[src/rtl/sha256_msg_padder.sv]
// FIPS 180-4 padder: byte stream in, 512-bit blocks out; one byte per cycle, block valid the cycle after its 64th byte.
// Backpressure: in_ready is low outside ACCEPT, and a presented block holds until blk_ready takes it.
module sha256_msg_padder #(
    parameter int LEN_W = 32
) (
    input  logic         clk,
    input  logic         reset,
    input  logic [7:0]   in_data,
    input  logic         in_valid,
    input  logic         in_last,
    output logic         in_ready,
    output logic [511:0] blk_data,
    output logic         blk_valid,
    output logic         blk_last,
    input  logic         blk_ready,
    output logic         busy
);

    localparam logic [2:0] ACCEPT = 3'd0;
    localparam logic [2:0] PAD80  = 3'd1;
    localparam logic [2:0] ZERO   = 3'd2;
    localparam logic [2:0] LEN    = 3'd3;
    localparam logic [2:0] EMIT   = 3'd4;

    logic [2:0]       state;
    logic [2:0]       ret_state;
    logic [2:0]       state_nxt;
    logic [2:0]       ret_nxt;
    logic [511:0]     buffer;
    logic [5:0]       idx;
    logic [LEN_W-1:0] count;
    logic             last_flag;
    logic             set_last;
    logic             wr_en;
    logic [7:0]       wr_byte;
    logic [63:0]      bit_len;
    logic [63:0]      len_shift;
    logic             in_fire;
    logic             blk_fire;

    assign in_ready  = (state == ACCEPT);
    assign blk_valid = (state == EMIT);
    assign blk_last  = blk_valid & last_flag;
    assign blk_data  = buffer;
    assign busy      = (state != ACCEPT) || (count != '0);

    assign in_fire   = in_valid & in_ready;
    assign blk_fire  = blk_valid & blk_ready;

    // Length field bytes go out MSB first; idx 56..63 selects byte 0..7.
    assign bit_len   = 64'({count, 3'b000});
    assign len_shift = bit_len >> {~idx[2:0], 3'b000};

    always_comb begin
        wr_en     = 1'b0;
        wr_byte   = 8'h00;
        state_nxt = state;
        ret_nxt   = ret_state;
        set_last  = 1'b0;
        case (state)
            ACCEPT: begin
                if (in_fire) begin
                    wr_en   = 1'b1;
                    wr_byte = in_data;
                    if (idx == 6'd63) begin
                        state_nxt = EMIT;
                        ret_nxt   = in_last ? PAD80 : ACCEPT;
                    end else if (in_last) begin
                        state_nxt = PAD80;
                    end
                end
            end
            PAD80, ZERO: begin
                wr_en   = 1'b1;
                wr_byte = (state == PAD80) ? 8'h80 : 8'h00;
                if (idx == 6'd63) begin
                    state_nxt = EMIT;
                    ret_nxt   = ZERO;
                end else if (idx == 6'd55) begin
                    state_nxt = LEN;
                end else begin
                    state_nxt = ZERO;
                end
            end
            LEN: begin
                wr_en   = 1'b1;
                wr_byte = len_shift[7:0];
                if (idx == 6'd63) begin
                    state_nxt = EMIT;
                    ret_nxt   = ACCEPT;
                    set_last  = 1'b1;
                end
            end
            EMIT: begin
                if (blk_fire) begin
                    state_nxt = ret_state;
                end
            end
            default: begin
                state_nxt = ACCEPT;
            end
        endcase
    end

    always_ff @(posedge clk or posedge reset) begin
        if (reset) begin
            state     <= ACCEPT;
            ret_state <= ACCEPT;
            idx       <= '0;
            count     <= '0;
            last_flag <= 1'b0;
        end else begin
            state     <= state_nxt;
            ret_state <= ret_nxt;
            if (wr_en) begin
                idx <= idx + 6'd1;
            end
            if (blk_fire) begin
                idx <= '0;
            end
            if (in_fire) begin
                count <= count + 1'b1;
            end
            if (set_last) begin
                last_flag <= 1'b1;
            end
            if (blk_fire && last_flag) begin
                count     <= '0;
                last_flag <= 1'b0;
            end
        end
    end

    // Blocks are assembled in place; every byte lane is rewritten before EMIT.
    always_ff @(posedge clk or posedge reset) begin
        if (reset) begin
            buffer <= '0;
        end else begin
            for (int i = 0; i < 64; i++) begin
                if (wr_en && (idx == 6'(i))) begin
                    buffer[511-8*i -: 8] <= wr_byte;
                end
            end
        end
    end

endmodule

[config.mk]
export PLATFORM = sky130hd
export DESIGN_NAME = sha256_msg_padder
export DESIGN_NICKNAME = d
export VERILOG_FILES = /design/src/rtl/sha256_msg_padder.sv
export SDC_FILE = /design/constraint.sdc
export NUM_CORES = 1
export LEC_CHECK = 0
export CORE_UTILIZATION = 35
export DETAILED_ROUTE_END_ITERATION = 6
export SYNTH_ARGS = -nofsm -noshare
export SYNTH_HDL_FRONTEND = slang
export SYNTH_SLANG_ARGS = --single-unit
[constraint.sdc]
create_clock -name clk -period 27.4 [get_ports clk]
set_input_delay 8.22 -clock clk [delete_from_list [all_inputs] [get_ports clk]]
set_output_delay 8.22 -clock clk [all_outputs]
set_load 0.02 [all_outputs]
==> results by group <==
Floorplanning
  • IO Pins: 529
  • Core footprint: 61900 µm²
  • Starting density of the core: 0.356
  • Rows: 91
  • Die H: 253 µm
  • Die width: 253 µm
  • Die area: 64000 µm²

Drt
  • Vias per std cell: 5.00
  • # DRC: 0
  • Total number of vias: 14499
  • Post-Route WL: 70.0 mm
  • DRT Pass-1 Iters: 4
  • Initial drt markers: 739
  • Detail Route Antenna Nets: 0
  • WL/cell: 24.1 µm

Timing
  • Fmax: 0.0919 GHz
  • Final min period: 10.89 ns
  • Relative slew slack: 0.229
  • Tightest Pin Transition: 1.15 ns
  • Post-route clock period utilization: 0.397
  • Final Hold Viols: 0
  • Final setup viols: 0
  • Clk_skew: 0.0173 ns
  • RSZ-0062 raised after global routing: no
  • Setup tns final: 0 ns
  • Fin. max-slew vios: 0

Outcome
  • Status: complete, no violations

Synthesis
  • Synth Cell Area: 22100 µm²
  • Synth Flop Type: dfrtp_1
  • YS warnings: 0
  • Syn nets: 1506
  • Synth area leader: dfrtp_1
  • Fraction of registers with async set/reset: 1.00
  • FF+latch count, synth: 556
  • Synth top area share: 0.631
  • Average cell area after synthesis: 14.8 µm²
  • Mapped Cells: 1487
  • Number of distinct library cells after synthesis: 45
  • Largest cells by area after synthesis: dfrtp_1 (63%), mux2_2 (26%), clkbuf_1 (1.2%)
  • Sequential share of the synthesized area: 0.631
  • Number of synthesized flops with an enable pin: 0

Cells and area
  • Nets@finish: 2033
  • Fin util: 0.490
  • Final instance area: 30400 µm²
  • Share of cells above drive strength 1: 0.320
  • Layout area overhead: 37.6%
  • Post-Layout Cell Count: 2900

Clock network
  • Clk sinks: 556
  • Setup bufs post-CTS: 0
  • Clk_lat worst skew: 0.62 ns
  • Max clock buf depth: 3
  • Clock root cell: clkbuf_16
  • Cts-stage hold buffer count: 0
  • H-Tree Depth: 2
  • CTS buffer count: 59
  • TritonCTS clock tree: yes
  • Worst-path clk slew: 0.06 ns
  • CTS resizes: 0

Placement
  • Placed cells: 2790
  • DP HPWL: 46.9 mm
  • Port Buffers: 528
  • DP Area: 28200 µm²
  • GP Congestion: 0.815

Critical path
  • Critical path arrival: 11.43 ns
  • CP Class: in -> reg
  • Crit path required time: 27.94 ns
  • Crit path max-delay cell type: nor4b_4
  • Worst-path cell chain: clkdlybuf4s50_1 > nor4b_4 > and2_1 > a221o_2 > buf_4 > mux2_2
  • Worst Setup End Kind: register
  • Startpoint Class: input port
  • Worst Path Max Fanout: 38
  • Critical Path Max Stage Delay: 0.78 ns

GRT
  • Vias in the first global route: 15212
  • Largest net degree at the start of global routing: 151
  • Gr ovfl total: 0
  • Gr usage total: 0.217
  • First-pass GRT wire length: 103 mm
  • Initial antenna violation count: 2

Power
  • Pwr dens: 101 nW/µm²
  • Total power: 3.05 mW
  • Peak supply drop: 0.0589 mV
  • Leak: 13.9 nW

Hold path
  • Hold Crit Class: reg -> reg

Job
  • Max_cap viols: 0
where the power goes:
| group | internal (mW) | switching [mW] |
|---|---|---|
| clock | 0.531 | 0.334 |
| sequential | 1.01 | 0.125 |
| combinational | 0.477 | 0.579 |
final cells by class:
cell class,count,area [µm²]
clock inverters,21,373
diodes,1,2.50
fillers,5458,31600
repair buffers,546,5430
flip-flops and latches,556,13900
clock buffers,88,1740
inverters,15,63.8
well taps,837,1050
multi-input cells,836,7790
through the flow:
step,hold WS [ns],setup WS [ns]
final,0.503,16.51
after global routing,0.515,16.30
after CTS,0.508,16.52
after detailed placement,0.494,15.89
after global placement,0.490,15.95
after floorplan,0.472,3.63
metal layers:
layer | vias up | share of wire | track usage
li1 | 6350 | - | -
met4 | 2 | 0.032 | 0.0767
met3 | 109 | 0.075 | 0.0645
met1 | 7594 | 0.40 | 0.269
met2 | 444 | 0.49 | 0.358
met5 | - | 0.00019 | 0
placed cells by master (no fill, tap or decap), types with 5 or more instances in the layout:
cell,count
and3_1,5
nand4_1,12
buf_4,17
inv_1,13
and2_1,6
clkbuf_16,61
nor4_1,21
o31ai_1,5
dfrtp_1,556
a21oi_1,11
clkbuf_1,16
xor2_1,7
nand2b_1,8
clkdlybuf4s50_1,528
nand3_1,24
nor2_1,68
nor2_2,19
o21ai_0,5
clkinv_2,9
ha_1,6
mux2i_1,18
clkbuf_8,11
xnor2_1,8
nor2b_1,5
bufinv_16,10
or3_1,6
nand2_1,44
nor3_1,8
mux4_2,5
mux2_2,512
final timing paths:
kind                            slack (ns)                   endpoint                      start  depth (start not counted)
worst max-delay path                 16.51   blk_data[49]$_DFFE_PP0P_                   in_valid                          6
worst min-delay path                  0.50  blk_data[135]$_DFFE_PP0P_  blk_data[135]$_DFFE_PP0P_                          1
worst min register to register        0.50  blk_data[135]$_DFFE_PP0P_  blk_data[135]$_DFFE_PP0P_                          1
min in group asynchronous             8.21  blk_data[164]$_DFFE_PP0P_                      reset                          2
max in group asynchronous            16.84  blk_data[286]$_DFFE_PP0P_                      reset                          4
worst max register to register       24.10   blk_data[49]$_DFFE_PP0P_       state[1]$_DFFE_PP0P_                          5
cell usage after synthesis (2+ instances only):
library cell,instances
mux2i_1,18
o31ai_1,5
nor3_1,8
nor2_1,68
nor2_2,19
or3_1,6
ha_1,6
xnor2_1,8
nand2b_1,8
and2_1,6
inv_1,14
nor4b_1,2
o2bb2ai_1,3
mux4_2,5
buf_2,9
or2_2,2
o21ai_0,5
and4_1,3
a221o_1,4
a22o_1,4
nor4_1,21
nand2_1,44
xor2_1,7
and3_1,5
clkbuf_1,69
nand3_1,24
or4_1,4
dfrtp_1,556
mux2_2,512
o32ai_1,2
nand4_1,12
a21oi_1,11
nor2b_1,5
state kept, by name, summed over array words and instances (netlist names):
signal,flops
state,3
blk_data,512
count,32
last_flag,1
ret_state,2
idx,6
cells by family (layout without fill, tap and decap cells):
group                      Yosys count  after routing  synth area share
DFF                                556            556             0.631
muxes                              535            535             0.275
and+or+nand+nor                    241            241            0.0560
buffers and inverters               95            670            0.0170
AOI/OAI and AO/OA                   39             39            0.0123
xor gates and xnor gates            15             15           0.00596
adders and majority gates            6              6           0.00340
other                                0              1                 0
critical path: cells and delay by family:
kind | cells | cell delay, ns
mux | 1 | 0.25
buf+inv | 2 | 1.21
compound gates | 1 | 0.68
simple gates | 2 | 1.01
Power figures use the tool's default switching activity.
